==> config.mk <==
export PLATFORM = sky130hd
export DESIGN_NAME = cache_axi_arbiter
export DESIGN_NICKNAME = d
export VERILOG_FILES = /design/src/rtl/axi_bus_pkg.sv /design/src/rtl/axi_bus_mux.sv /design/src/rtl/cache_axi_arbiter.sv
export SDC_FILE = /design/constraint.sdc
export NUM_CORES = 1
export LEC_CHECK = 0
export ABC_AREA = 1
export BUFFER_PORTS_ARGS = -buffer_cell sky130_fd_sc_hd__buf_4
export CAP_MARGIN = 20
export CORE_AREA = 4 4 142 144
export CTS_BUF_LIST = sky130_fd_sc_hd__clkbuf_2
export DETAILED_ROUTE_END_ITERATION = 7
export DIE_AREA = 0 0 146 148
export HOLD_SLACK_MARGIN = 0.03
export PLACE_DENSITY_LB_ADDON = 0.05
export REMOVE_ABC_BUFFERS = 1
export SKIP_CTS_REPAIR_TIMING = 1
export SLEW_MARGIN = 20
export SYNTH_ARGS = -nofsm -noshare
export SYNTH_HDL_FRONTEND = slang
export SYNTH_SLANG_ARGS = --single-unit
==> constraint.sdc <==
create_clock -name clk -period 1.8 [get_ports clk]
set_input_delay 0.45 -clock clk [delete_from_list [all_inputs] [get_ports clk]]
set_output_delay 0.45 -clock clk [all_outputs]
set_load 0.02 [all_outputs]
==> src/rtl/axi_bus_pkg.sv <==
`default_nettype none
// ---------------------------------------------------------------------------
// axi_bus_pkg
// Shared types for the cache-to-AXI arbiter: FSM encoding, master indices,
// and the request/response bundles exchanged with the AXI bridge.
// Revision: 1.0
// ---------------------------------------------------------------------------
package axi_bus_pkg;

   localparam int M_ICACHE = 0;
   localparam int M_DCACHE = 1;
   localparam int LENS_W   = 8;

   typedef enum logic [1:0] {
      ST_IDLE = 2'd0,
      ST_ADDR = 2'd1,
      ST_DATA = 2'd2
   } state_t;

   // Everything a master drives toward the bridge
   typedef struct packed {
      logic [31:0]       addr;
      logic              addr_valid;
      logic              we;
      logic [2:0]        size;
      logic [LENS_W-1:0] lens;
      logic              rd_rready;
      logic              response_rready;
      logic [31:0]       wr_data;
      logic [3:0]        byte_enable;
      logic              wr_dready;
      logic              wr_last;
   } bus_req_t;

   // Everything the bridge drives back toward a master
   typedef struct packed {
      logic              rd_dready;
      logic              rd_last;
      logic [31:0]       rd_data;
      logic              rd_addr_clear;
      logic              wr_addr_clear;
      logic              wr_next;
      logic              wr_ok;
   } bus_rsp_t;

endpackage
`default_nettype wire

==> src/rtl/axi_bus_mux.sv <==
`default_nettype none
// ---------------------------------------------------------------------------
// axi_bus_mux
// Grant-indexed mux of master requests onto the bus and demux of bus
// responses back to the owner only. Purely combinational.
// Revision: 1.0
// ---------------------------------------------------------------------------
module axi_bus_mux
   import axi_bus_pkg::*;
(
   input  logic [1:0] grant,
   input  bus_req_t   m0_req,
   input  bus_req_t   m1_req,
   output bus_req_t   bus_req,
   input  bus_rsp_t   bus_rsp,
   output bus_rsp_t   m0_rsp,
   output bus_rsp_t   m1_rsp
);

   // Owner drives the bus and alone sees the responses; idle means all zero
   always_comb begin
      bus_req = '0;
      m0_rsp  = '0;
      m1_rsp  = '0;
      if (grant[M_ICACHE]) begin
         bus_req = m0_req;
         m0_rsp  = bus_rsp;
      end else if (grant[M_DCACHE]) begin
         bus_req = m1_req;
         m1_rsp  = bus_rsp;
      end
   end

endmodule
`default_nettype wire

==> src/rtl/cache_axi_arbiter.sv <==
`default_nettype none
// ---------------------------------------------------------------------------
// cache_axi_arbiter
// Shares the AXI bridge between icache (master 0) and dcache (master 1),
// granting one whole transaction at a time. Round-robin or fixed priority.
// Revision: 1.0
// ---------------------------------------------------------------------------
module cache_axi_arbiter
   import axi_bus_pkg::*;
#(
   parameter bit PRIO_MODE = 1'b0
) (
   input  logic              clk,
   input  logic              rst,
   input  logic [31:0]       m0_addr,
   input  logic              m0_addr_valid,
   input  logic              m0_we,
   input  logic [2:0]        m0_size,
   input  logic [LENS_W-1:0] m0_lens,
   input  logic              m0_rd_rready,
   input  logic              m0_response_rready,
   input  logic [31:0]       m0_wr_data,
   input  logic [3:0]        m0_byte_enable,
   input  logic              m0_wr_dready,
   input  logic              m0_wr_last,
   output logic              m0_rd_dready,
   output logic              m0_rd_last,
   output logic [31:0]       m0_rd_data,
   output logic              m0_rd_addr_clear,
   output logic              m0_wr_addr_clear,
   output logic              m0_wr_next,
   output logic              m0_wr_ok,
   input  logic [31:0]       m1_addr,
   input  logic              m1_addr_valid,
   input  logic              m1_we,
   input  logic [2:0]        m1_size,
   input  logic [LENS_W-1:0] m1_lens,
   input  logic              m1_rd_rready,
   input  logic              m1_response_rready,
   input  logic [31:0]       m1_wr_data,
   input  logic [3:0]        m1_byte_enable,
   input  logic              m1_wr_dready,
   input  logic              m1_wr_last,
   output logic              m1_rd_dready,
   output logic              m1_rd_last,
   output logic [31:0]       m1_rd_data,
   output logic              m1_rd_addr_clear,
   output logic              m1_wr_addr_clear,
   output logic              m1_wr_next,
   output logic              m1_wr_ok,
   output logic [31:0]       AXI_addr,
   output logic              AXI_addr_valid,
   output logic              AXI_we,
   output logic [2:0]        AXI_size,
   output logic [LENS_W-1:0] AXI_lens,
   output logic              AXI_rd_rready,
   output logic              AXI_response_rready,
   output logic [31:0]       AXI_wr_data,
   output logic [3:0]        AXI_byte_enable,
   output logic              AXI_wr_dready,
   output logic              AXI_wr_last,
   input  logic              AXI_rd_dready,
   input  logic              AXI_rd_last,
   input  logic [31:0]       AXI_rd_data,
   input  logic              AXI_rd_addr_clear,
   input  logic              AXI_wr_next,
   input  logic              AXI_wr_ok,
   input  logic              AXI_wr_addr_clear,
   output logic [1:0]        grant,
   output logic              err_len
);

   bus_req_t          m0_req, m1_req, bus_req;
   bus_rsp_t          bus_rsp, m0_rsp, m1_rsp;
   state_t            state, next_state;
   logic [1:0]        next_grant;
   logic              lat_we, next_we;
   logic [LENS_W-1:0] lat_lens, next_lens;
   logic              last_owner, next_last_owner;
   logic [8:0]        beat_cnt, next_beat_cnt;
   logic              next_err_len;
   logic              pick_m1;
   logic              rd_beat;

   assign m0_req = '{addr: m0_addr, addr_valid: m0_addr_valid, we: m0_we, size: m0_size,
                     lens: m0_lens, rd_rready: m0_rd_rready,
                     response_rready: m0_response_rready, wr_data: m0_wr_data,
                     byte_enable: m0_byte_enable, wr_dready: m0_wr_dready,
                     wr_last: m0_wr_last};
   assign m1_req = '{addr: m1_addr, addr_valid: m1_addr_valid, we: m1_we, size: m1_size,
                     lens: m1_lens, rd_rready: m1_rd_rready,
                     response_rready: m1_response_rready, wr_data: m1_wr_data,
                     byte_enable: m1_byte_enable, wr_dready: m1_wr_dready,
                     wr_last: m1_wr_last};
   assign bus_rsp = '{rd_dready: AXI_rd_dready, rd_last: AXI_rd_last, rd_data: AXI_rd_data,
                      rd_addr_clear: AXI_rd_addr_clear, wr_addr_clear: AXI_wr_addr_clear,
                      wr_next: AXI_wr_next, wr_ok: AXI_wr_ok};

   axi_bus_mux u_mux (
      .grant   (grant),
      .m0_req  (m0_req),
      .m1_req  (m1_req),
      .bus_req (bus_req),
      .bus_rsp (bus_rsp),
      .m0_rsp  (m0_rsp),
      .m1_rsp  (m1_rsp)
   );

   assign AXI_addr            = bus_req.addr;
   assign AXI_addr_valid      = bus_req.addr_valid;
   assign AXI_we              = bus_req.we;
   assign AXI_size            = bus_req.size;
   assign AXI_lens            = bus_req.lens;
   assign AXI_rd_rready       = bus_req.rd_rready;
   assign AXI_response_rready = bus_req.response_rready;
   assign AXI_wr_data         = bus_req.wr_data;
   assign AXI_byte_enable     = bus_req.byte_enable;
   assign AXI_wr_dready       = bus_req.wr_dready;
   assign AXI_wr_last         = bus_req.wr_last;

   assign m0_rd_dready     = m0_rsp.rd_dready;
   assign m0_rd_last       = m0_rsp.rd_last;
   assign m0_rd_data       = m0_rsp.rd_data;
   assign m0_rd_addr_clear = m0_rsp.rd_addr_clear;
   assign m0_wr_addr_clear = m0_rsp.wr_addr_clear;
   assign m0_wr_next       = m0_rsp.wr_next;
   assign m0_wr_ok         = m0_rsp.wr_ok;
   assign m1_rd_dready     = m1_rsp.rd_dready;
   assign m1_rd_last       = m1_rsp.rd_last;
   assign m1_rd_data       = m1_rsp.rd_data;
   assign m1_rd_addr_clear = m1_rsp.rd_addr_clear;
   assign m1_wr_addr_clear = m1_rsp.wr_addr_clear;
   assign m1_wr_next       = m1_rsp.wr_next;
   assign m1_wr_ok         = m1_rsp.wr_ok;

   // A read beat counts only when the owner is ready to take it
   assign rd_beat = AXI_rd_dready & bus_req.rd_rready;

   // Choose the winner of an idle-time request; ties go to priority or to the
   // master that did not own the last completed transaction
   always_comb begin
      pick_m1 = m1_addr_valid;
      if (m0_addr_valid && m1_addr_valid) begin
         pick_m1 = PRIO_MODE ? 1'b1 : ~last_owner;
      end
   end

   // Next-state, grant, latch and beat-count logic
   always_comb begin
      next_state      = state;
      next_grant      = grant;
      next_we         = lat_we;
      next_lens       = lat_lens;
      next_last_owner = last_owner;
      next_beat_cnt   = beat_cnt;
      next_err_len    = err_len;
      case (state)
         ST_IDLE: begin
            if (m0_addr_valid || m1_addr_valid) begin
               next_state = ST_ADDR;
               next_grant = pick_m1 ? 2'b10 : 2'b01;
               next_we    = pick_m1 ? m1_we : m0_we;
               next_lens  = pick_m1 ? m1_lens : m0_lens;
            end
         end
         ST_ADDR: begin
            if (lat_we ? AXI_wr_addr_clear : AXI_rd_addr_clear) begin
               next_state    = ST_DATA;
               next_beat_cnt = '0;
            end else if (!bus_req.addr_valid) begin
               // Cache abandoned its request; nothing completed
               next_state = ST_IDLE;
               next_grant = 2'b00;
            end
         end
         ST_DATA: begin
            if (!lat_we) begin
               if (rd_beat) begin
                  next_beat_cnt = beat_cnt + 9'd1;
                  if (AXI_rd_last) begin
                     next_state      = ST_IDLE;
                     next_grant      = 2'b00;
                     next_last_owner = grant[M_DCACHE];
                     if ((beat_cnt + 9'd1) != ({1'b0, lat_lens} + 9'd1)) begin
                        next_err_len = 1'b1;
                     end
                  end
               end
            end else if (AXI_wr_ok) begin
               next_state      = ST_IDLE;
               next_grant      = 2'b00;
               next_last_owner = grant[M_DCACHE];
            end
         end
         default: begin
            next_state = ST_IDLE;
            next_grant = 2'b00;
         end
      endcase
   end

   // State and bookkeeping registers; reset drops the grant immediately
   always_ff @(posedge clk or negedge rst) begin
      if (!rst) begin
         state      <= ST_IDLE;
         grant      <= 2'b00;
         lat_we     <= 1'b0;
         lat_lens   <= '0;
         last_owner <= 1'b1;
         beat_cnt   <= '0;
         err_len    <= 1'b0;
      end else begin
         state      <= next_state;
         grant      <= next_grant;
         lat_we     <= next_we;
         lat_lens   <= next_lens;
         last_owner <= next_last_owner;
         beat_cnt   <= next_beat_cnt;
         err_len    <= next_err_len;
      end
   end

endmodule
`default_nettype wire

==> run_results.csv <==
group,metric,value,unit
run_status,status,"complete, but fails checks",
run_status,violations_in_the_final_reports,"negative setup slack",
cells_and_area,final_design_instance_area_without_fill,7950,µm²
run,maxCapViolations,0,
power,internal_power,0.00605,W
worst_setup_path,cp.arrival,1.83,ns
yosys,synth_largest_type_area_fraction,21.0,%
place,dp_cells,1127,
grt,grt_pass1_vias,4898,
place,port_buffer_count,373,
routing,detail_route.drc_violations,0,
cells_and_area,layout.nets,1152,
worst_setup_path,cp_cell_sequence,"buf_12 -> buf_12 -> clkbuf_16 -> clkbuf_16 -> nor2_4 -> buf_6",
clock_network,cts-buffers-inserted,3,
grt,globalRouteMet1Util,30.1,%
timing,final.period_utilization,127,%
worst_setup_path,setup.worst_path.start_class,"flip-flop",
floorplanning,fp-row-count,50,
grt,grt_pass1_wl,33500,µm
routing,drt_iter0_markers,306,
grt,use_met2,31.1,%
yosys,synth.lib_cells_used.distinct,30,
power,static-leakage-power,4.30,nW
power,pwr_density_cell,1510,nW/µm²
clock_network,clk_path_buf_depth,2,
yosys,synth.yosys.seq_area_share,19.5,%
timing,timing_max_transition_violations_final,0,
worst_hold_path,hold_path.class,"input pin to flip-flop",
grt,pin_count_of_the_biggest_net_entering_global_routing,93,
power,power_frac_seq,7.9,%
cells_and_area,share_of_the_core_filled_with_cells,42.5,%
timing,finalHoldViolCount,0,
worst_setup_path,timing.critical_path.slowest_cell_delay,0.59,ns
timing,clock-skew-final,0.0301,ns
worst_setup_path,worst_path_dominant_cell_family,"buffers and inverters",
power,net-switching-power,0.00598,W
worst_setup_path,end_kind,"primary output",
floorplanning,floorplan.die_area,21600,µm²
clock_network,sink_count,24,
floorplanning,initial_core_util,16.5,%
cells_and_area,layout-drive-gt1-share,55.1,%
yosys,synthesis.area_per_instance,5.85,µm²
routing,number_of_antenna_violating_nets_in_the_routed_design,0,
power,vdd.ir_drop.worst,0.000549,V
timing,period_minus_slack,2.28,ns
timing,final_setup_tns,-64.72,ns
power,power,0.0120,W
yosys,synthesis.instances,528,
yosys,synth_seq_cells,24,
yosys,synth.top_cells.by_area,"sky130_fd_sc_hd__a22o_1, sky130_fd_sc_hd__nand2_1, sky130_fd_sc_hd__dfrtp_1",
routing,wl_per_cell,23.3,µm
clock_network,clk_root_buffer_cell,"sky130_fd_sc_hd__clkbuf_2",
worst_setup_path,crit_fanout,8,
floorplanning,placeableCoreArea,18700,µm²
place,placedInstanceArea,6300,µm²
floorplanning,die_w,146,µm
place,detailed_place_hpwl,21400,µm
power,sw_frac_of_total,49.7,%
routing,wirelength,27400,µm
worst_setup_path,cp.buffers_inverters,5,
grt,global_route.peak_usage_layer,"met2",
clock_network,insertion_delay,0.39,ns
place,gp_congestion,0.913,
grt,globalRouteTotalUtil,20.8,%
worst_setup_path,cp_data_required_time,1.35,ns
timing,slew-limit-headroom,76.2,%
floorplanning,pin_count,374,
grt,met3_usage,7.48,%
power,combPwrFrac,88.9,%
yosys,yosys_warnings,0,
cells_and_area,layout-area-overhead-vs-synth,157,%
timing,tightestPinTransition,0.356,ns
routing,pre_repair_dr_iteration_count,5,
clock_network,htreeDepth,1,
timing,post-route-worst-setup-slack,-0.483,ns
power,share_clk_of_total_power,3.2,%
yosys,synth_area,3090,µm²
grt,grt_remaining_overflow,0,
clock_network,clk_pin_slew_worst_paths,0.29,ns
yosys,synth.largest_area_cell,"sky130_fd_sc_hd__a22o_1",
worst_setup_path,crit_path_top_delay_cell,"sky130_fd_sc_hd__dfrtp_4",
timing,final_setup_vio_count,167,
grt,grt_antenna_before_repair,2,
cells_and_area,finish.cell_count_without_fillers,1174,
routing,route.vias.total,5363,
worst_setup_path,timing.setup.critical_path_class,"flip-flop to primary output",
timing,max_clock_freq,438,MHz
floorplanning,floorplan.die.height,148,µm
routing,vias_per_cell,4.57,
timing,rsz0062_at_grt,"yes",
clock_network,cts_tree,"built",
==> flip-flops by register name, indices dropped and copies added (netlist names) <==
name / count
beat_cnt: 9
lat_lens: 8
grant: 2
state: 2
err_len: 1
last_owner: 1
lat_we: 1
==> cells by family (layout without fill, tap and decap cells) <==
| kind of cell | after synthesis | after routing | share of synthesized area (%) |
|---|---|---|---|
| AO/OA/AOI/OAI | 117 | 117 | 28.7 |
| XOR/XNOR | 2 | 2 | 0.567 |
| flip-flops | 24 | 24 | 19.5 |
| buffers and inverters | 117 | 528 | 14.8 |
| other | 0 | 1 | 0 |
| AND/OR/NAND/NOR | 266 | 266 | 35.6 |
| adder cells (fa/ha/maj) | 2 | 2 | 0.810 |
==> synthesized netlist by cell type, drive strengths merged <==
library cell / number
nand3: 18
nor2: 66
buf: 15
xnor2: 1
o21ai: 17
dfstp: 1
ha: 2
nand4: 1
a22oi: 1
a21oi: 9
inv: 85
clkinv: 1
nand2: 178
clkbuf: 16
o22ai: 15
dfrtp: 23
o21bai: 1
xor2: 1
a22o: 74
nor3: 3
==> final timing paths <==
path	start	end	slack (ns)	depth (start not counted)
setup / recovery	grant[0]$_DFFE_PN0P_	m1_rd_data[12]	-0.48	6
hold / removal	m1_lens[2]	lat_lens[2]$_DFFE_PN0P_	0.28	3
setup reg to reg	grant[0]$_DFFE_PN0P_	grant[0]$_DFFE_PN0P_	-0.04	12
hold reg to reg	last_owner$_DFFE_PN1P_	last_owner$_DFFE_PN1P_	0.50	2
max in group asynchronous	rst	last_owner$_DFFE_PN1P_	1.03	2
min in group asynchronous	rst	lat_lens[0]$_DFFE_PN0P_	0.46	2
==> through the flow <==
step | worst slack (ns) | hold WS [ns]
detailed placement | -0.0296 | 0.384
CTS | -0.549 | -0.103
floorplan | -2.72 | 0.154
global placement | 0.00898 | 0.383
global route | -0.553 | 0.256
finish | -0.483 | 0.281
==> area by class of cell <==
type                       instances  area, µm²
tap                              234        293
clock inverter                     1       30.0
multi-input combinational        387       2380
timing repair buffer             437       4290
fill                            1982      10800
timing repair inverter             1       7.51
inverter                          86        330
clock buffer                       3       15.0
antenna                            1       2.50
sequential                        24        608
==> power groups by stage <==
stage	sequential [W]	combinational [W]	clock, W
after floorplan	0.00119	0.00351	0
after global placement	0.000950	0.00761	0
after detailed placement	0.000957	0.00763	0
after CTS	0.000944	0.00765	0.000396
after global routing	0.000975	0.0113	0.000414
final	0.000945	0.0107	0.000387
==> layout by cell type, fill, tap and decap left out, drive strengths merged <==
cell         synthesis  layout
a22oi                1       1
xor2                 1       1
clkinv               1       1
nand3               18      18
diode                0       1
buf                 15     421
inv                 85      84
ha                   2       2
o22ai               15      15
a21oi                9       9
dfrtp               23      23
dlygate4sd3          0       1
o21bai               1       1
a22o                74      74
nor2                66      66
clkinvlp             0       2
o21ai               17      17
bufinv               0       1
nor3                 3       3
nand4                1       1
dfstp                1       1
nand2              178     178
clkbuf              16      18
xnor2                1       1
==> worst reg2reg max path: stages (launching register included) <==
cell and delay (ns):
sky130_fd_sc_hd__dfrtp_4 0.59, sky130_fd_sc_hd__nor2_8 0.19, sky130_fd_sc_hd__buf_12 0.16, sky130_fd_sc_hd__nand2_4 0.05, sky130_fd_sc_hd__nand2_4 0.08, sky130_fd_sc_hd__buf_6 0.09
sky130_fd_sc_hd__nand2_2 0.05, sky130_fd_sc_hd__nor2_4 0.12, sky130_fd_sc_hd__nand2_1 0.08, sky130_fd_sc_hd__nand3_1 0.10, sky130_fd_sc_hd__nand3_1 0.14, sky130_fd_sc_hd__nand2_1 0.09
sky130_fd_sc_hd__nand2_1 0.05
==> layer usage <==
layer	share of wire, %	vias up
met5	0.044	-
met4	0.48	2
met3	9.0	12
met2	44	261
met1	46	2538
li1	-	2550
Note: power is estimated with default switching activity, not from simulation.
